===== src/rtl/countdown_sequencer.sv =====
// Frame-synchronous sequencer driving the "3","2","1","GO" prompt enables; registered outputs, one cycle latency.
// Enables only change on the edge after a frame tick. Start is ignored while busy, and abort returns to idle.
module countdown_sequencer #(
  parameter int unsigned FRAMES_PER_STEP = 60,
  parameter int unsigned FRAME_LINE      = 480,
  parameter int unsigned CNT_W           = 8
) (
  input  logic       clk,
  input  logic       rst,
  input  logic       start,
  input  logic       abort,
  input  logic [9:0] vCount,
  output logic       en_3,
  output logic       en_2,
  output logic       en_1,
  output logic       en_go,
  output logic       busy,
  output logic       done
);

  typedef enum logic [2:0] {
    IDLE = 3'd0,
    ARM  = 3'd1,
    S3   = 3'd2,
    S2   = 3'd3,
    S1   = 3'd4,
    SGO  = 3'd5
  } state_t;

  localparam logic [CNT_W-1:0] LAST_CNT = CNT_W'(FRAMES_PER_STEP - 1);
  localparam logic [9:0]       LINE     = 10'(FRAME_LINE);

  state_t           state_q, state_d;
  logic [CNT_W-1:0] cnt_q, cnt_d;
  logic             fl_q, fl_d;
  logic             en_3_q, en_3_d;
  logic             en_2_q, en_2_d;
  logic             en_1_q, en_1_d;
  logic             en_go_q, en_go_d;
  logic             busy_q, busy_d;
  logic             done_q, done_d;

  logic   at_line;
  logic   tick;
  logic   show;
  logic   step_last;
  state_t show_next;

  always_comb begin
    at_line   = (vCount == LINE);
    fl_d      = at_line;
    // First cycle of the blanking line only, whatever the pixel-enable rate.
    tick      = at_line && !fl_q;
    step_last = (cnt_q == LAST_CNT);
    show      = 1'b0;
    show_next = IDLE;

    state_d   = state_q;
    cnt_d     = cnt_q;

    unique case (state_q)
      IDLE: begin
        if (start && !abort) begin
          state_d = ARM;
        end
      end
      ARM: begin
        if (abort) begin
          state_d = IDLE;
        end else if (tick) begin
          state_d = S3;
          cnt_d   = '0;
        end
      end
      S3: begin
        show      = 1'b1;
        show_next = S2;
      end
      S2: begin
        show      = 1'b1;
        show_next = S1;
      end
      S1: begin
        show      = 1'b1;
        show_next = SGO;
      end
      SGO: begin
        show      = 1'b1;
        show_next = IDLE;
      end
      default: begin
        state_d = IDLE;
      end
    endcase

    if (show) begin
      if (abort) begin
        state_d = IDLE;
      end else if (tick) begin
        if (step_last) begin
          cnt_d   = '0;
          state_d = show_next;
        end else begin
          cnt_d = cnt_q + CNT_W'(1);
        end
      end
    end

    if (state_d == IDLE) begin
      cnt_d = '0;
    end

    // Outputs are decoded from the next state so they register on the same edge as the transition.
    en_3_d  = (state_d == S3);
    en_2_d  = (state_d == S2);
    en_1_d  = (state_d == S1);
    en_go_d = (state_d == SGO);
    busy_d  = (state_d != IDLE);
    done_d  = (state_q == SGO) && (state_d == IDLE) && !abort;
  end

  always_ff @(posedge clk) begin
    if (rst) begin
      state_q <= IDLE;
      cnt_q   <= '0;
      fl_q    <= 1'b1;
      en_3_q  <= 1'b0;
      en_2_q  <= 1'b0;
      en_1_q  <= 1'b0;
      en_go_q <= 1'b0;
      busy_q  <= 1'b0;
      done_q  <= 1'b0;
    end else begin
      state_q <= state_d;
      cnt_q   <= cnt_d;
      fl_q    <= fl_d;
      en_3_q  <= en_3_d;
      en_2_q  <= en_2_d;
      en_1_q  <= en_1_d;
      en_go_q <= en_go_d;
      busy_q  <= busy_d;
      done_q  <= done_d;
    end
  end

  assign en_3  = en_3_q;
  assign en_2  = en_2_q;
  assign en_1  = en_1_q;
  assign en_go = en_go_q;
  assign busy  = busy_q;
  assign done  = done_q;

endmodule


===== config.mk =====
export PLATFORM = sky130hd
export DESIGN_NAME = countdown_sequencer
export DESIGN_NICKNAME = d
export VERILOG_FILES = /design/src/rtl/countdown_sequencer.sv
export SDC_FILE = /design/constraint.sdc
export NUM_CORES = 1
export LEC_CHECK = 0
export ABC_CLOCK_PERIOD_IN_PS = 4500
export CAP_MARGIN = 10
export CORE_ASPECT_RATIO = 1.1
export CORE_MARGIN = 1.5
export CORE_UTILIZATION = 55
export DETAILED_ROUTE_END_ITERATION = 8
export PLACE_DENSITY = 0.9
export SKIP_CTS_REPAIR_TIMING = 1
export SLEW_MARGIN = 10
export SYNTH_ARGS = -nofsm -noshare
export SYNTH_HDL_FRONTEND = slang
export SYNTH_SLANG_ARGS = --single-unit

===== constraint.sdc =====
create_clock -name clk -period 4.5 [get_ports clk]
set_input_delay 0.675 -clock clk [delete_from_list [all_inputs] [get_ports clk]]
set_output_delay 0.675 -clock clk [all_outputs]
set_load 0.005 [all_outputs]

* After elaboration in Yosys (flattened, before gate mapping)
Index checks and enable logic that the tools add are counted.
Word-level totals: register bits 18, input bits 14, output and inout port bits 6, word-level logic and storage cells 49
Operators by class: $add $sub $neg 1, eq/ne operators 11, muxes and demuxes 17, reductions and logical operators 11
Operators by type and width (count):
- two-way mux 8 bit | 7
- two-way mux 3 bit | 7
- one-hot mux 3 bit (3 select lines) | 2
- == test 3 x 2 -> 1 bit (second input constant) | 4
- == test 3 bit (second input constant) | 4
- == test 10 x 9 -> 1 bit (second input constant) | 1
- adder 8 x 1 -> 8 bit (second input constant) | 1
- == test 8 x 6 -> 1 bit (second input constant) | 1
- zero test 3 bit | 2
- logical AND 1 bit | 4
- OR reduction 4 bit | 1
- == test 3 x 1 -> 1 bit (second input constant) | 1
- nonzero test 3 bit | 1
- zero test 1 bit | 2
- OR reduction 2 bit | 1
- two-way mux 1 bit | 1

* Logic depth before layout (Yosys ltp)
word-level depth 12, gate-level depth with buffers 9, gate-level depth less buffers 7

* Least setup slack after synthesis
OpenSTA, ideal clock, no wires.
path kind input to register, start in vCount[1], end reg done_q, in the netlist done, library setup time 0.061 ns, arrival time 2.575 ns, required time 4.439 ns, path slack 1.864 ns, stages on the path 6, buffers on the path 1, cells stage by stage or4_4 or4_1 buf_2 o211a_1 or3_1 and4b_1
Between the ends: longest elaborated chain between the ends 12
RTL lines:
- start: declaration | line 12 | input logic [9:0] vCount,
- == test 10 x 9 -> 1 bit (*) | line 50 | at_line = (vCount == LINE);
- logical AND 1 bit (*) | line 53 | tick = at_line && !fl_q;
- two-way mux 3 bit | line 70 | end else if (tick) begin
- two-way mux 3 bit | line 68 | if (abort) begin
- one-hot mux 3 bit (3 select lines) | line 61 | unique case (state_q)
- two-way mux 3 bit | line 100 | if (step_last) begin
- two-way mux 3 bit | line 99 | end else if (tick) begin
- two-way mux 3 bit | line 97 | if (abort) begin
- two-way mux 3 bit (*) | line 96 | if (show) begin
- zero test 3 bit (*) | line 119 | done_d = (state_q == SGO) && (state_d == IDLE) && !abort;
- logical AND 1 bit (*) (2 in a row) | line 119
- end signal: assignment | line 142 | done_q <= done_d;
- end: declaration | line 41 | logic done_q, done_d;
Every way passes the cells marked *; elsewhere a longest branch is shown, timed or not. A chain may end at the register's enable or synchronous reset.

* Worst setup path in the final report
start in vCount[1], end reg en_go_q, in the netlist en_go
Between the ends: longest elaborated chain between the ends 10
RTL lines:
- == test 10 x 9 -> 1 bit (*) | line 50
- logical AND 1 bit (*) | line 53
- two-way mux 3 bit | line 70
- two-way mux 3 bit | line 68
- one-hot mux 3 bit (3 select lines) | line 61
- two-way mux 3 bit | line 100
- two-way mux 3 bit | line 99
- two-way mux 3 bit | line 97
- two-way mux 3 bit (*) | line 96
- == test 3 bit (*) | line 117 | en_go_d = (state_d == SGO);
- end signal: assignment | line 140 | en_go_q <= en_go_d;
- end: declaration | line 39 | logic en_go_q, en_go_d;
Marks and branches as above.

==> results.md <==
- Worst EP required: 4.73 ns
- Mapped Cells: 133
- Critical path peak fanout: 15
- Crit start category: primary input
- Synth area leaders: dfxtp_1 (33%), ha_1 (4.5%), a21oi_1 (3.6%), a211oi_1 (3.4%), nor4_1 (3.4%)
- WS Path Type: primary input to register
- Cell taking the most area after synthesis: dfxtp_1
- CP Cell Sequence: clkdlybuf4s50_1 > or4_4 > or4_1 > nor4_1 > o21ai_0 > nor3b_1
- Die Wd: 45.7 microns
- Later-pin clock latency in the skew report: 0.30 ns
- Setup-failing EPs final: 0
- CTS root buffer: clkbuf_4
- Tmin final: 3.06 ns
- Synthesized netlist net count: 151
- N_diodes: 0
- Nets@finish: 168
- Crit-path slowest cell: or4_1
- Worst Tran Pin Value: 0.713 ns
- PD cells: 221 nW/um^2
- Final Cycle Share: 68.1%
- Iter 0 DRT Violations: 59
- Max stage delay on crit path: 0.66 ns
- Final Non-Filler Cells: 176
- Most frequent cells in the layout: clkdlybuf4s50_1 (19), dfxtp_1 (18), nor2_1 (9), a21oi_1 (8)
- Core ar.: 1840 sq um
- Sequential element share of the synthesized area: 32.7%
- Lkg Pwr: 0.446 nW
- Area grow syn2layout: 20.7%
- Seq cells post-synth: 18
- Post-DP HPWL: 1990 microns
- Async SR Flop Fraction: 0%
- Hold Fails Final Rpt: 0
- Max rail drop VDD: 0.202 mV
- GP Congestion: 0.846
- Total Routed Length: 2690 microns
- Max-Cap Viols: 0
- Clock Pin Slew Worst Setup and Hold Paths: 0.11 ns
- Clock Skew: 0.0108 ns
- Antenna-violating nets left: 0
- Global-route wire length before repair: 4580 microns
- Total I/O pin count: 20
- Min-Delay Path Class: register to register
- Mapped Area: 1100 sq um
- Total GRT Usage: 26.8%
- CP arrival: 3.29 ns
- Syn_area_per_cell: 8.29 sq um
- # port buffers: 19
- Die H: 50.0 microns
- Post-placement cell count: 172
- DRC errors left: 0
- Antenna violations before repair: 0
- Critical path endpoint category: register
- Worst-case clock buffer depth: 2
- # H-tree levels: 1
- Initial Util: 59.9%
- Overflow after GRT: 0
- Fmax achieved: 0.327 GHz
- Status: finished, final reports clean
- Final slew viol count: 0
- Vias per cell: 6.44
- Share of post-route cells with drive strength above 1: 6.04%
- Site Rows: 16
- Total die area: 2280 sq um
- Max-slew headroom: 52.0%
- Synthesis Warnings: 0
- Post-synth EDFFs: 0
- Top cell type's share of synthesized area: 32.7%
- First-pass DRT Iterations: 4
- RSZ-0062 raised after global routing: false
- Number of CTS-inserted buffers: 3
- Commonest non-fill, non-tap cell in the layout: clkdlybuf4s50_1
- Wire per inst: 15.3 microns
- # fillers: 147
- Netlist cell types: 43
- Via count: 1134
- Pin count of the biggest net entering global routing: 16
- Clock tree sinks: 18
- Vias in the first global route: 1035
- Ys flop type: dfxtp_1
- CTS tree: built
- Setup TNS: 0 ns
==> registers in the layout (all words and copies together) (netlist names) <==
register	cells
en_3	1
state_q	3
done	1
fl_q	1
en_go	1
en_2	1
en_1	1
cnt_q	8
busy	1
==> cell type report <==
cell class,instances,area [sq um],area share (%)
Clock buffer,4,36.3,2.73
Inverter,7,26.3,1.98
Multi-Input combinational cell,101,683,51.4
Sequential cell,18,360,27.1
Tap cell,27,33.8,2.54
Timing Repair Buffer,19,190,14.3
==> per-layer routing <==
layer | wire [microns] | global-route usage [%]
met1 | 1150 | 37.5
met2 | 1290 | 40.6
met3 | 200 | 2.93
met4 | 48 | 10.8
met5 | 0 | 0
==> cells by family (layout without fill, tap and decap cells) <==
logic type	Yosys count	in the layout	synth area share (%)
flip-flops	18	18	32.7
AND/OR/NAND/NOR	54	54	29.1
XOR/XNOR	1	1	0.795
AO/OA/AOI/OAI	42	42	27.6
buffers and inverters	14	30	5.34
adder cells (fa/ha/maj)	4	4	4.54
==> metrics by stage <==
step                      hold WS (ns)  setup slack, ns  power [mW]  util, %  area (sq um)
after detailed placement         0.584             1.13       0.197     70.2          1290
after global routing             0.633             1.31       0.306     72.2          1330
after global placement           0.564             1.22       0.196     70.2          1290
after CTS                        0.596             1.44       0.294     72.2          1330
final                            0.597             1.44       0.294     72.2          1330
after floorplan                  0.543             1.86       0.181        -          1100
==> worst max-delay path: cells and delay by family <==
family	cells	cell delay [ns]
AND/OR/NAND/NOR	4	2.00
buffers and inverters	1	0.40
AO/OA/AOI/OAI	1	0.22
==> cells in the mapped netlist (all sizes together), types with 3 or more instances <==
cell / n
a21oi: 8
o31ai: 4
nor3: 3
nor2: 9
ha: 4
nand4: 3
nor4: 6
o21ai: 6
a211oi: 6
a22oi: 4
clkbuf: 4
nand2: 7
dfxtp: 18
or3: 3
nor3b: 3
nand3: 4
inv: 7
buf: 3
o221ai: 3
==> power breakdown <==
part / total [mW] / switching (mW) / internal, mW
clock: 0.100 / 0.0509 / 0.0494
combinational: 0.0306 / 0.0138 / 0.0168
sequential: 0.163 / 0.00219 / 0.161
==> worst paths after layout <==
kind              from  endpoint  slack (ns)  cells after the start
min           cnt_q[0]  cnt_q[0]        0.60                      2
min reg2reg   cnt_q[0]  cnt_q[0]        0.60                      2
max reg2reg   cnt_q[0]  cnt_q[2]        2.03                      6
max          vCount[1]     en_go        1.44                      6
Note: power is estimated with default switching activity, not from simulation.
